**src/rtl/ram_page_streamer_if.sv**
```systemverilog
// Bus bundle between the page streamer, the RAM controller read port and the
// character-LCD writer.
//
// Character handshake: the streamer (master) raises char_valid and holds
// char_data/char_row/char_col stable until a rising clk edge where both
// char_valid and char_ready are high; that edge transfers exactly one
// character. char_ready may change freely while char_valid is low.
interface ram_page_streamer_if;
  logic [1:0] ram_sel;
  logic [3:0] ram_menu_sel;
  logic [4:0] ram_addr;
  logic [7:0] ram_dout;
  logic [7:0] char_data;
  logic       char_row;
  logic [3:0] char_col;
  logic       char_valid;
  logic       char_ready;

  modport master (
    output ram_sel, ram_menu_sel, ram_addr,
    output char_data, char_row, char_col, char_valid,
    input  ram_dout, char_ready
  );

  modport slave (
    input  ram_sel, ram_menu_sel, ram_addr,
    input  char_data, char_row, char_col, char_valid,
    output ram_dout, char_ready
  );
endinterface

```
**src/rtl/ram_page_streamer.sv**
```systemverilog
// Walks one display page through the RAM controller's registered read port
// and streams each byte to the LCD writer with its row/column position.
// Blank cells are replaced by a space before they leave the block.
module ram_page_streamer #(
  parameter logic [7:0] BLANK_CODE = 8'hFE,
  parameter logic [7:0] SPACE_CODE = 8'h20
) (
  input  logic                       clk,
  input  logic                       rst_n,
  input  logic                       start,
  input  logic                       abort,
  input  logic [1:0]                 page_sel,
  input  logic [3:0]                 menu_sel,
  ram_page_streamer_if.master        bus,
  output logic                       busy,
  output logic                       done,
  output logic                       err,
  output logic [2:0]                 dbgState
);

  typedef enum logic [2:0] {
    IDLE   = 3'd0,
    ISSUE  = 3'd1,
    WAIT   = 3'd2,
    SEND   = 3'd3,
    FINISH = 3'd4
  } state_t;

  state_t     state;
  state_t     stateNext;
  logic [1:0] ramSel;
  logic [3:0] ramMenuSel;
  logic [4:0] ramAddr;
  logic [4:0] lastAddr;
  logic [7:0] charData;
  logic       charRow;
  logic [3:0] charCol;
  logic       errQ;
  logic       startOk;
  logic       startBad;
  logic       accept;

  // abort in IDLE drops a coincident start; abort in SEND beats acceptance
  assign startOk  = (state == IDLE) && start && !abort && (page_sel != 2'd3);
  assign startBad = (state == IDLE) && start && !abort && (page_sel == 2'd3);
  assign accept   = (state == SEND) && bus.char_ready && !abort;

  // State register
  always_ff @(posedge clk) begin
    if (!rst_n) state <= IDLE;
    else        state <= stateNext;
  end

  // Next-state decode; abort from any busy state returns to IDLE
  always_comb begin
    stateNext = state;
    case (state)
      IDLE:    if (startOk) stateNext = ISSUE;
      ISSUE:   stateNext = WAIT;
      WAIT:    stateNext = SEND;
      SEND:    if (bus.char_ready) stateNext = (ramAddr == lastAddr) ? FINISH : ISSUE;
      FINISH:  stateNext = IDLE;
      default: stateNext = IDLE;
    endcase
    if (abort && (state != IDLE)) stateNext = IDLE;
  end

  // Page selection, address walk, character capture and error pulse
  always_ff @(posedge clk) begin
    if (!rst_n) begin
      ramSel     <= 2'd0;
      ramMenuSel <= 4'd0;
      ramAddr    <= 5'd0;
      lastAddr   <= 5'd0;
      charData   <= 8'h00;
      charRow    <= 1'b0;
      charCol    <= 4'd0;
      errQ       <= 1'b0;
    end else begin
      errQ <= startBad;
      if (startOk) begin
        ramSel     <= page_sel;
        ramMenuSel <= menu_sel;
        ramAddr    <= 5'd0;
        // menu ROM rows are a single LCD line; RAM pages fill both lines
        lastAddr   <= (page_sel == 2'd0) ? 5'd15 : 5'd31;
      end
      if (state == WAIT) begin
        charData <= (bus.ram_dout == BLANK_CODE) ? SPACE_CODE : bus.ram_dout;
        charRow  <= ramAddr[4];
        charCol  <= ramAddr[3:0];
      end
      if (accept && (ramAddr != lastAddr)) ramAddr <= ramAddr + 5'd1;
    end
  end

  assign bus.ram_sel      = ramSel;
  assign bus.ram_menu_sel = ramMenuSel;
  assign bus.ram_addr     = ramAddr;
  assign bus.char_data    = charData;
  assign bus.char_row     = charRow;
  assign bus.char_col     = charCol;
  assign bus.char_valid   = (state == SEND);
  assign busy             = (state != IDLE);
  assign done             = (state == FINISH);
  assign err              = errQ;
  assign dbgState         = state;

endmodule

```
**src/flat_wrapper.sv**
```systemverilog
// flat-port wrapper written by rule: the top's interface ports become plain ports
module ram_page_streamer_flat 
#(
  parameter logic [7:0] BLANK_CODE = 8'hFE,
  parameter logic [7:0] SPACE_CODE = 8'h20
)
  (clk, rst_n, start, abort, page_sel, menu_sel, busy, done, err, dbgState, bus_ram_sel, bus_ram_menu_sel, bus_ram_addr, bus_char_data, bus_char_row, bus_char_col, bus_char_valid, bus_ram_dout, bus_char_ready);
  ram_page_streamer_if bus_i ();
  input  logic clk;
  input  logic rst_n;
  input  logic start;
  input  logic abort;
  input  logic [1:0] page_sel;
  input  logic [3:0] menu_sel;
  output logic busy;
  output logic done;
  output logic err;
  output logic [2:0] dbgState;
  output wire logic [$bits(bus_i.ram_sel)-1:0] bus_ram_sel;
  output wire logic [$bits(bus_i.ram_menu_sel)-1:0] bus_ram_menu_sel;
  output wire logic [$bits(bus_i.ram_addr)-1:0] bus_ram_addr;
  output wire logic [$bits(bus_i.char_data)-1:0] bus_char_data;
  output wire logic [$bits(bus_i.char_row)-1:0] bus_char_row;
  output wire logic [$bits(bus_i.char_col)-1:0] bus_char_col;
  output wire logic [$bits(bus_i.char_valid)-1:0] bus_char_valid;
  input wire logic [$bits(bus_i.ram_dout)-1:0] bus_ram_dout;
  input wire logic [$bits(bus_i.char_ready)-1:0] bus_char_ready;
  assign bus_ram_sel = bus_i.ram_sel;
  assign bus_ram_menu_sel = bus_i.ram_menu_sel;
  assign bus_ram_addr = bus_i.ram_addr;
  assign bus_char_data = bus_i.char_data;
  assign bus_char_row = bus_i.char_row;
  assign bus_char_col = bus_i.char_col;
  assign bus_char_valid = bus_i.char_valid;
  assign bus_i.ram_dout = bus_ram_dout;
  assign bus_i.char_ready = bus_char_ready;
  ram_page_streamer #(.BLANK_CODE(BLANK_CODE), .SPACE_CODE(SPACE_CODE)) u_core (.clk(clk), .rst_n(rst_n), .start(start), .abort(abort), .page_sel(page_sel), .menu_sel(menu_sel), .bus(bus_i), .busy(busy), .done(done), .err(err), .dbgState(dbgState));
endmodule
```
**config.mk**
```make
export PLATFORM = sky130hd
export DESIGN_NAME = ram_page_streamer_flat
export DESIGN_NICKNAME = d
export VERILOG_FILES = /design/src/rtl/ram_page_streamer_if.sv /design/src/rtl/ram_page_streamer.sv /design/src/flat_wrapper.sv
export SDC_FILE = /design/constraint.sdc
export NUM_CORES = 1
export LEC_CHECK = 0
export CAP_MARGIN = 0
export CORE_MARGIN = 2
export CORE_UTILIZATION = 40
export DETAILED_ROUTE_END_ITERATION = 8
export PLACE_DENSITY_LB_ADDON = 0.05
export REMOVE_ABC_BUFFERS = 1
export SETUP_SLACK_MARGIN = 0.05
export SLEW_MARGIN = 20
export SYNTH_ARGS = -nofsm -noshare
export SYNTH_HDL_FRONTEND = slang
export SYNTH_SLANG_ARGS = --single-unit
```
**constraint.sdc**
```tcl
create_clock -name clk -period 1.7 [get_ports clk]
set_input_delay 0.255 -clock clk [delete_from_list [all_inputs] [get_ports clk]]
set_output_delay 0.255 -clock clk [all_outputs]
set_load 0.01 [all_outputs]
```
==> flow_summary.rst <==
.. list-table::
   :header-rows: 1

   * - Metric
     - Value
   * - Run status
     - completed
   * - Clock buffers created by TritonCTS
     - 5
   * - Remaining number of nets flagged by the antenna check after routing
     - 0
   * - GP Congestion
     - 0.834
   * - Mapped Area
     - around 1300 um2
   * - Starting density of the core
     - 0.418
   * - Critical Path End Type
     - output pin
   * - Number of warnings printed during yosys synthesis
     - 0
   * - Number of antenna violations at the first check in global routing
     - 0
   * - Die span in x
     - ~60 um
   * - CP Class
     - reg2out
   * - Sequential element share of the synthesized area
     - 0.471
   * - Hold crit path type
     - reg2reg
   * - Total GRT Usage
     - 0.209
   * - Via count
     - between 1000 and 1500
   * - Deepest level of the CTS H-tree
     - 2
   * - Count of maximum capacitance violations
     - 0
   * - Number of standard cells in the final layout excluding fillers
     - ~250
   * - Core Footprint
     - slightly above 3000 um2
   * - Top-area cell type share of the netlist area
     - 0.471
   * - FF+latch count, synth
     - 30
   * - Post-CTS Setup Inserts
     - 0
   * - Number of buffers on the longest clock path
     - 2
   * - Wire length of the first global-routing pass
     - 5550 um
   * - Post-detailed-placement half-perimeter wirelength
     - approximately 2500 um
   * - Most common flop cell mapped by yosys
     - dfxtp_1
   * - Largest net degree at the start of global routing
     - 14
   * - Total number of nets in the final design
     - around 230
   * - # IOs
     - 50
   * - Fill cell instance count of the final layout
     - between 200 and 300
   * - Iteration count of the initial detailed-routing pass
     - 5
   * - Min Clock Period, post-route
     - between 1500 and 2000 ps
   * - TritonCTS clock tree
     - built
   * - Fraction of final layout cells with drive strength greater than 1
     - 0.173
   * - VDD IR-drop max
     - between 0.4 and 0.5 mV
   * - Area grow syn2layout
     - 57.4%
   * - Port bufs
     - 49
   * - Data arrival time at the worst-slack endpoint
     - 1340 ps
   * - Clock slew at reported path FFs
     - about 90 ps
   * - Total wirelength of the detailed-routed design
     - between 3000 and 4000 um
   * - Number of flops mapped to enable cells by yosys
     - 0
   * - Final Cycle Share
     - 0.941
   * - Ratio of routed vias to standard cells
     - around 5
   * - Placed cell count
     - 246
   * - RSZ-0062 raised after global routing
     - false
   * - Max-slew headroom at the worst pin
     - 0.551
   * - Clock root buffer master
     - clkbuf_4
   * - Routed length per instance
     - ~13 um
   * - Synth unique cells
     - 40
   * - Main area contributors after synthesis
     - dfxtp_1 (47%), nand2_1 (5.6%), mux2i_1 (4.7%)
   * - Cell leakage power
     - around 0.0008 uW
   * - Global-route congestion overflow total
     - 0
   * - Die height
     - 60.5 um
   * - Die ar.
     - approximately 3700 um2
   * - Vias in the first global route
     - ~1200
   * - Clock Skew
     - 9.35 ps
   * - Remaining design rule violation count
     - 0
   * - Number of endpoints with negative hold slack in the final report
     - 0
   * - Total setup violations reported at the end of the flow
     - 0
   * - Largest fanout on the critical path
     - 5
   * - Asr flop ratio synth
     - 0
   * - Max-slew violation count
     - 0
   * - Number of DRC violations after detailed-routing iteration 0
     - 42
   * - Worst-margin pin slew
     - about 670 ps
   * - Sinks on Clock Net
     - 30
   * - Worst-Skew Late Latency
     - about 330 ps
   * - Standard-cell row count
     - 20
   * - Worst path required time
     - about 1400 ps
   * - Antenna diode count
     - 0
   * - Element type at the critical path start
     - register
   * - Final hold slack
     - 454 ps
   * - Timing-limited maximum frequency
     - between 600 and 700 MHz
   * - Area leader, netlist
     - dfxtp_1
   * - Mapped Cells
     - roughly 140
   * - Power density relative to cell area
     - between 600 and 700 nW/um2
   * - Average instance area after synthesis
     - approximately 9.0 um2
-- metal layers --
layer / vias up / GRT usage / wire, um
met5: - / 0 / 0
met4: 0 / 0.0932 / 46
li1: 650 / - / -
met1: 598 / 0.251 / 1420
met2: 45 / 0.340 / 1650
met3: 4 / 0.0704 / 207
-- logic make-up (layout without fill, tap and decap cells) --
| family | after synthesis | in the layout | synth area share |
|---|---|---|---|
| multiplexers | 6 | 6 | 0.0471 |
| adder cells (fa/ha/maj) | 1 | 1 | 0.00980 |
| flip-flops | 30 | 30 | 0.471 |
| AO/OA/AOI/OAI | 30 | 30 | 0.172 |
| AND/OR/NAND/NOR | 61 | 61 | 0.251 |
| buffers and inverters | 13 | 79 | 0.0431 |
| XOR/XNOR | 1 | 1 | 0.00686 |
-- critical path: stages, from the launching register on --
cell	delay (ps)
dfxtp_4	380
buf_4	120
clkdlybuf4s50_1	520
-- layout by cell type, fill, tap and decap left out, drive strengths merged, types with 2 or more instances in the layout --
cell / count
a21oi: 9
a22oi: 6
and3: 3
buf: 18
clkbuf: 6
clkdlybuf4s50: 44
dfxtp: 30
dlygate4sd2: 3
dlymetal6s2s: 2
inv: 5
mux2i: 6
nand2: 19
nand4b: 2
nor2: 16
nor2b: 2
nor3: 6
nor3b: 2
nor4: 3
o21a: 2
o221ai: 2
o31ai: 4
or3b: 2
-- cell usage after synthesis (4+ instances only) --
library cell and instances:
a22oi_1 6, clkbuf_1 4, mux2i_1 6, o31ai_1 4, nor3_1 6, nor2_1 16, inv_1 5, nand2_1 19
a21oi_1 9, dfxtp_1 30
-- metrics by stage --
step	instance area [um2]	power [uW]	TNS, ps	setup slack (ps)	util
3_3_place_gp	1920	955	0	7.63	0.630
3_5_place_dp	1920	960	-140	-29.2	0.630
5_1_grt	2010	1420	0	48.9	0.658
2_1_floorplan	1240	829	0	72.3	-
6_report	2010	1360	0	101	0.658
4_1_cts	2000	1380	0	57.3	0.654
-- state kept, by name (all words and copies together) (netlist names) --
register	cells
u_core.bus.char_col	4
u_core.bus.char_data	8
u_core.bus.char_row	1
u_core.bus.ram_addr	5
u_core.bus.ram_menu_sel	4
u_core.bus.ram_sel	2
u_core.dbgState	3
u_core.err	1
u_core.lastAddr	2
-- final timing paths --
check                                       from                                   to  slack (ps)  cells past startpoint
max          u_core.bus.ram_addr[0]$_SDFFE_PN0P_                      bus_ram_addr[0]         100                      2
min          u_core.bus.char_col[0]$_SDFFE_PN0P_  u_core.bus.char_col[0]$_SDFFE_PN0P_         450                      2
max reg2reg      u_core.lastAddr[3]$_SDFFE_PN0P_  u_core.bus.ram_addr[1]$_SDFFE_PN0P_         180                      4
min reg2reg  u_core.bus.char_col[0]$_SDFFE_PN0P_  u_core.bus.char_col[0]$_SDFFE_PN0P_         450                      2
-- power breakdown --
part	internal, uW	switching [uW]
clock network	186	234
logic	116	90.5
registers	716	17.3
total	1020	341
-- cell type report --
| class | instances | area [um2] | area share |
|---|---|---|---|
| multi-input cells | 99 | 632 | 0.315 |
| well taps | 44 | 55.1 | 0.0274 |
| flip-flops and latches | 30 | 621 | 0.309 |
| repair buffers | 67 | 627 | 0.312 |
| inverters | 6 | 22.5 | 0.0112 |
| clock buffers | 6 | 51.3 | 0.0255 |
-- what timing repair did --
item,in CTS,in global routing
gates resized for setup,13,5
hold buffers,0,0
endpoints found under the setup margin,8,4
pin swaps,1,0
Note: power is estimated with default switching activity, not from simulation.
